File: config.mk
export PLATFORM = sky130hd
export DESIGN_NAME = axi_irq_ctrl
export DESIGN_NICKNAME = d
export VERILOG_FILES = /design/src/rtl/axi_irq_ctrl.sv
export SDC_FILE = /design/constraint.sdc
export NUM_CORES = 1
export LEC_CHECK = 0
export BUFFER_PORTS_ARGS = -buffer_cell sky130_fd_sc_hd__buf_2
export CORE_UTILIZATION = 40
export CTS_CLUSTER_SIZE = 40
export DETAILED_ROUTE_END_ITERATION = 16
export GPL_ROUTABILITY_DRIVEN = 0
export GPL_TIMING_DRIVEN = 0
export PLACE_DENSITY = 0.77
export SLEW_MARGIN = 30
export SYNTH_ARGS = -nofsm -noshare
export SYNTH_HDL_FRONTEND = slang
export SYNTH_SLANG_ARGS = --single-unit
File: constraint.sdc
create_clock -name clk -period 1.8 [get_ports clk]
set_clock_uncertainty 0.15 [all_clocks]
set_input_delay 0.27 -clock clk [delete_from_list [all_inputs] [get_ports clk]]
set_output_delay 0.27 -clock clk [all_outputs]
set_load 0.02 [all_outputs]
File: src/rtl/axi_irq_ctrl.sv
// axi_irq_ctrl: AXI4-Lite interrupt controller for the PicoRV32 irq/eoi pins.
// Rising edges on i_irq_src latch into PENDING, ENABLE masks them, and one
// interrupt at a time (lowest index first) is driven on o_irq and retired by
// the CPU's eoi handshake.
//
// Ports:
//   clk, rst_n          single clock, asynchronous active-low reset
//   i_axi_aw*/w*/b*     AXI4-Lite write channel (single outstanding write)
//   i_axi_ar*/r*        AXI4-Lite read channel (single outstanding read)
//   i_irq_src           level interrupt sources, synchronous to clk
//   o_irq               one-hot interrupt to the CPU (at most one bit set)
//   i_eoi               end-of-interrupt from the CPU
//
// Register map (offset[3:2]): 0x00 PENDING (W1C), 0x04 ENABLE (RW),
// 0x08 STATUS ([31] active, [4:0] index), 0x0C SWTRIG (W1S to PENDING).
// Offsets >= 0x10 read 0, ignore writes and answer SLVERR.

// Single pending bit; set has priority over clear.
module irq_pend_cell (
    input  logic clk,
    input  logic rst_n,
    input  logic set,
    input  logic clr,
    output logic pend
);
    always_ff @(posedge clk or negedge rst_n) begin
        if (!rst_n)   pend <= 1'b0;
        else if (set) pend <= 1'b1;
        else if (clr) pend <= 1'b0;
    end
endmodule

module axi_irq_ctrl #(
    parameter int AXI_ADDR_BW_p = 12,
    parameter int IRQ_NBR_p     = 8
) (
    input  logic                     clk,
    input  logic                     rst_n,
    input  logic [AXI_ADDR_BW_p-1:0] i_axi_awaddr,
    input  logic                     i_axi_awvalid,
    output logic                     o_axi_awready,
    input  logic [31:0]              i_axi_wdata,
    input  logic [3:0]               i_axi_wstrb,
    input  logic                     i_axi_wvalid,
    output logic                     o_axi_wready,
    output logic [1:0]               o_axi_bresp,
    output logic                     o_axi_bvalid,
    input  logic                     i_axi_bready,
    input  logic [AXI_ADDR_BW_p-1:0] i_axi_araddr,
    input  logic                     i_axi_arvalid,
    output logic                     o_axi_arready,
    output logic [31:0]              o_axi_rdata,
    output logic [1:0]               o_axi_rresp,
    output logic                     o_axi_rvalid,
    input  logic                     i_axi_rready,
    input  logic [IRQ_NBR_p-1:0]     i_irq_src,
    output logic [IRQ_NBR_p-1:0]     o_irq,
    input  logic [IRQ_NBR_p-1:0]     i_eoi
);
    localparam int IDX_W = 5;
    localparam logic [1:0] RESP_OKAY   = 2'b00;
    localparam logic [1:0] RESP_SLVERR = 2'b10;

    typedef enum logic [1:0] {S_IDLE, S_ASSERT, S_SERVICE} state_t;
    state_t state_q, state_d;

    logic [IRQ_NBR_p-1:0] src_q, pending, enable_q;
    logic [IRQ_NBR_p-1:0] irq_set, irq_clr, w1c_clr, sw_set, eoi_clr, req, k_oh;
    logic [IDX_W-1:0]     k_q, lo_idx;
    logic                 wr_acc, rd_acc, wr_map, rd_map;
    logic [1:0]           wr_off, rd_off;
    logic [31:0]          wmask, wbits, rd_word;
    logic                 unused_bits;

    // ---------------- write channel ----------------
    assign wr_acc        = i_axi_awvalid & i_axi_wvalid & ~o_axi_bvalid;
    assign o_axi_awready = wr_acc;
    assign o_axi_wready  = wr_acc;
    assign wr_off        = i_axi_awaddr[3:2];
    assign wr_map        = (i_axi_awaddr[AXI_ADDR_BW_p-1:4] == '0);

    always_comb begin
        wmask = '0;
        for (int b = 0; b < 4; b++) wmask[8*b +: 8] = {8{i_axi_wstrb[b]}};
    end
    assign wbits = i_axi_wdata & wmask;

    always_comb begin
        w1c_clr = '0;
        sw_set  = '0;
        if (wr_acc && wr_map) begin
            case (wr_off)
                2'd0:    w1c_clr = wbits[IRQ_NBR_p-1:0];
                2'd3:    sw_set  = wbits[IRQ_NBR_p-1:0];
                default: ;
            endcase
        end
    end

    always_ff @(posedge clk or negedge rst_n) begin
        if (!rst_n) begin
            enable_q <= '0;
        end else if (wr_acc && wr_map && wr_off == 2'd1) begin
            enable_q <= (enable_q & ~wmask[IRQ_NBR_p-1:0]) | wbits[IRQ_NBR_p-1:0];
        end
    end

    always_ff @(posedge clk or negedge rst_n) begin
        if (!rst_n) begin
            o_axi_bvalid <= 1'b0;
            o_axi_bresp  <= RESP_OKAY;
        end else if (wr_acc) begin
            o_axi_bvalid <= 1'b1;
            o_axi_bresp  <= wr_map ? RESP_OKAY : RESP_SLVERR;
        end else if (i_axi_bready) begin
            o_axi_bvalid <= 1'b0;
        end
    end

    // ---------------- pending bits ----------------
    always_ff @(posedge clk or negedge rst_n) begin
        if (!rst_n) src_q <= '0;
        else        src_q <= i_irq_src;
    end

    assign irq_set = (i_irq_src & ~src_q) | sw_set;
    assign irq_clr = w1c_clr | eoi_clr;

    for (genvar i = 0; i < IRQ_NBR_p; i++) begin : g_pend
        irq_pend_cell u_cell (
            .clk  (clk),
            .rst_n(rst_n),
            .set  (irq_set[i]),
            .clr  (irq_clr[i]),
            .pend (pending[i])
        );
    end

    // ---------------- delivery FSM ----------------
    assign req = pending & enable_q;

    // Scan downward so the lowest requesting index is the last one written.
    always_comb begin
        lo_idx = '0;
        for (int i = IRQ_NBR_p - 1; i >= 0; i--) if (req[i]) lo_idx = IDX_W'(i);
    end

    always_comb begin
        k_oh = '0;
        for (int i = 0; i < IRQ_NBR_p; i++) k_oh[i] = (k_q == IDX_W'(i));
    end

    always_ff @(posedge clk or negedge rst_n) begin
        if (!rst_n) begin
            state_q <= S_IDLE;
            k_q     <= '0;
        end else begin
            state_q <= state_d;
            if (state_q == S_IDLE && |req) k_q <= lo_idx;
        end
    end

    always_comb begin
        state_d = state_q;
        case (state_q)
            S_IDLE:    if (|req) state_d = S_ASSERT;
            S_ASSERT: begin
                if (|(i_eoi & k_oh))                    state_d = S_SERVICE;
                // withdrawn by software (disabled or W1C'd) before the CPU took it
                else if (~|(enable_q & pending & k_oh)) state_d = S_IDLE;
            end
            S_SERVICE: if (~|(i_eoi & k_oh)) state_d = S_IDLE;
            default:   state_d = S_IDLE;
        endcase
    end

    always_comb begin
        o_irq   = (state_q == S_ASSERT) ? k_oh : '0;
        eoi_clr = (state_q == S_ASSERT) ? (i_eoi & k_oh) : '0;
    end

    // ---------------- read channel ----------------
    assign rd_acc        = i_axi_arvalid & ~o_axi_rvalid;
    assign o_axi_arready = rd_acc;
    assign rd_off        = i_axi_araddr[3:2];
    assign rd_map        = (i_axi_araddr[AXI_ADDR_BW_p-1:4] == '0);

    always_comb begin
        rd_word = '0;
        if (rd_map) begin
            case (rd_off)
                2'd0: rd_word[IRQ_NBR_p-1:0] = pending;
                2'd1: rd_word[IRQ_NBR_p-1:0] = enable_q;
                2'd2: begin
                    rd_word[31]      = (state_q != S_IDLE);
                    rd_word[IDX_W-1:0] = (state_q != S_IDLE) ? k_q : '0;
                end
                default: ;
            endcase
        end
    end

    always_ff @(posedge clk or negedge rst_n) begin
        if (!rst_n) begin
            o_axi_rvalid <= 1'b0;
            o_axi_rdata  <= '0;
            o_axi_rresp  <= RESP_OKAY;
        end else if (rd_acc) begin
            o_axi_rvalid <= 1'b1;
            o_axi_rdata  <= rd_word;
            o_axi_rresp  <= rd_map ? RESP_OKAY : RESP_SLVERR;
        end else if (i_axi_rready) begin
            o_axi_rvalid <= 1'b0;
        end
    end

    // Address byte-offset bits and data bits above IRQ_NBR_p carry no state.
    assign unused_bits = ^{i_axi_awaddr[1:0], i_axi_araddr[1:0], wbits, wmask};

endmodule

==> results.json <==
{
  "synth_flop_cell": "dfrtp_1",
  "final_common_cell": "buf_2",
  "synth_area_um2": 2330,
  "crit_family": "simple AND/OR/NAND/NOR gates",
  "synth_edf_count": 0,
  "setup.worst_path.end_class": "flop",
  "final_cell_mix": "62 x buf_2, 45 x buf_4, 39 x dfrtp_1, 25 x conb_1, 22 x nand2_1",
  "root_buffer": "clkbuf_8",
  "synth-xor-area-share_pct": 0,
  "numCtsBuffers": 5,
  "drcViolationCount": 0,
  "required_ns": 1.83,
  "cp_slowest_cell": "or4_4",
  "fin_area_um2": 3430,
  "yosys.cell_types.count": 46,
  "synth_warnings": 0,
  "core_um2": 5570,
  "h-tree-depth": 2,
  "worst_slack_ns": -0.165,
  "ios": 132,
  "dp.cells": 405,
  "syn_avg_cell_area_um2": 9.88,
  "fp.dieW_um": 78.3,
  "arrival_ns": 2.00,
  "grt_first_pass_wirelength_um": 9600,
  "stdcell_count": 440,
  "max-vdd-ir-drop_mv": 0.402,
  "internal_power_uw": 1470,
  "p_leak_uw": 0.00172,
  "critPathMaxStageDelay_ns": 0.53,
  "switching_share_pct": 29.4,
  "antenna_found_initial": 0,
  "vias_per_cell": 5.03,
  "finalSetupViolCount": 18,
  "synth_top_area_share_pct": 45.1,
  "critPathLaunchType": "input pin",
  "synth-simple-area-share_pct": 14.3,
  "drtIter0Drc": 91,
  "slew_violations": 0,
  "synth_compound_area_share_pct": 19.4,
  "cts_tree": "built",
  "yosys.area.top_type": "dfrtp_1",
  "p_switching_uw": 612,
  "rr_worst_depth": 5,
  "cap_viol_max_count": 0,
  "hp-class": "in2reg",
  "ys_seq_area_share_pct": 45.1,
  "final_nets": 451,
  "wl_per_cell_um": 14.0,
  "power_frac_seq_pct": 49.3,
  "r2r-start": "o_axi_bvalid",
  "clk_pin_slew_worst_paths_ns": 0.07,
  "p_per_area_nw_per_um2": 606,
  "max_clock_freq_mhz": 509,
  "path_max_fanout": 8,
  "grt_max_degree": 43,
  "violations": "setup timing",
  "drt_pass1_iterations": 4,
  "worstSetupPathType": "in2reg",
  "ys_ff_latch": 42,
  "cp_cell_sequence": "buf_6, or4_4, or3_4, nor3b_4, buf_12, mux2_4",
  "crit_buf_inv": 2,
  "run_status": "complete, but fails checks",
  "pwr-share-comb_pct": 23.1,
  "fin_crit_sh_pct": 109,
  "whs_path_depth": 2,
  "die_y_um": 78.3,
  "whs_ns": 0.0840,
  "pwr-share-clk_pct": 27.7,
  "fin_crit_ns": 1.96,
  "rsz0062_at_grt": "yes",
  "report.power.total_uw": 2080,
  "num_antenna_cells": 0,
  "ys_top_cells_by_area": "dfrtp_1 45%, buf_4 8.4%, mux2i_1 4.7%, nand2_1 3.7%, inv_1 3.2%",
  "grt_usage_pct": 20.5,
  "syn_to_final_growth_pct": 47.1,
  "grt_pass1_vias": 2116,
  "worst_slew_pin_slew_ns": 0.628,
  "vias": 2213,
  "finalHoldViolCount": 0,
  "hp-start": "i_axi_wdata[0]",
  "min_to": "g_pend[0].u_cell.pend",
  "setup_tns_ns": -1.79,
  "muxShareOfSynthArea_pct": 8.59,
  "rows": 27,
  "dp_hpwl_um": 4280,
  "insertion_delay_ns": 0.30,
  "fillers": 475,
  "placedInstanceArea_um2": 2880,
  "drtAntennaViolNets": 0,
  "cts.sinks": 42,
  "drive_gt1_share_pct": 43.5,
  "clockBufferDepth": 2,
  "wirelength_um": 6140,
  "reg2reg_slack_ns": -0.10,
  "async_flop_share_pct": 100,
  "overflow": 0,
  "syn_inst": 236,
  "slew_headroom_pct": 58.1,
  "synth_top_family_by_area": "compound AO/OA/AOI/OAI gates",
  "io_buffers": 73,
  "die-area_um2": 6140,
  "start_util_pct": 41.8,
  "synthAdderAreaFrac_pct": 0
}
[cells by family (layout without fill, tap and decap cells)]
kind of cell           Yosys count  in the layout
other                            1             25
buffers and inverters           51            159
flip-flops                      42             42
multiplexers                    19             19
AO/OA/AOI/OAI                   59             59
AND/OR/NAND/NOR                 64             64
[power groups by stage]
| stage | logic, uW | registers, uW | clock network (uW) |
|---|---|---|---|
| 3_3_place_gp | 368 | 1040 | 0 |
| 3_5_place_dp | 374 | 1040 | 0 |
| 4_1_cts | 457 | 1020 | 592 |
| 5_1_grt | 525 | 1030 | 630 |
| 6_report | 480 | 1020 | 576 |
| 2_1_floorplan | 244 | 1030 | 0 |
[synthesized netlist by cell type (2+ instances only)]
master    count
dfrtp_1      42
buf_4        26
nand2_1      23
inv_1        20
nor2_1       16
mux2i_1      11
a21oi_1       8
a221o_1       7
a221oi_1      7
o21ai_0       7
clkbuf_1      5
mux2_2        5
nand2b_1      5
a22o_1        4
a22oi_1       4
mux2_1        3
nand3_1       3
o221ai_1      3
o22ai_1       3
o31ai_1       3
a211oi_1      2
nand3b_1      2
nor4_1        2
or2_2         2
or4_1         2
[through the flow]
step	utilization [%]	setup slack [ns]
3_3_place_gp	51.7	-0.644
5_1_grt	61.5	-0.200
2_1_floorplan	-	-0.404
4_1_cts	60.5	-0.164
6_report	61.5	-0.165
3_5_place_dp	51.7	-0.672
[layout make-up]
| type | instances | area (um2) | share of cell area [%] |
|---|---|---|---|
| plain buffers | 30 | 211 | 6.17 |
| clock buffers | 7 | 76.3 | 2.23 |
| inverters | 20 | 75.1 | 2.19 |
| multi-input cells | 167 | 1240 | 36.1 |
| flip-flops and latches | 42 | 1050 | 30.8 |
| well taps | 72 | 90.1 | 2.63 |
| repair buffers | 102 | 684 | 20.0 |
[worst reg2reg max path: stages (launching register included)]
cell	delay, ns
dfrtp_1	0.37
nand4b_1	0.20
or3_4	0.37
nor3b_4	0.22
buf_12	0.17
mux2_4	0.31
[repair_timing]
action | CTS | global route
endpoints found under the setup margin | 24 | 25
endpoints found under the hold margin | 52 | 0
hold buffers | 11 | 0
pin swaps | 11 | 5
buffers inserted | 18 | 0
gates resized for setup | 44 | 15
[per-layer routing]
metal	vias to the layer above	track usage, %	wire length (um)
met5	-	0	0
met4	0	9.63	148
met3	13	4.42	424
met2	101	33.5	3020
met1	1028	25.8	2540
li1	1071	-	-
[worst max path at each step]
stage	start	end	slack, ns	depth (start not counted)
floorplan	i_axi_awaddr[9]	flop	-0.40	4
global placement	i_axi_awaddr[9]	flop	-0.64	5
detailed placement	i_axi_awaddr[9]	flop	-0.67	5
CTS	i_axi_awaddr[6]	flop	-0.16	6
global route	i_axi_awaddr[6]	flop	-0.20	6
finish	i_axi_awaddr[6]	flop	-0.16	6
(Power assumes the default switching activity.)
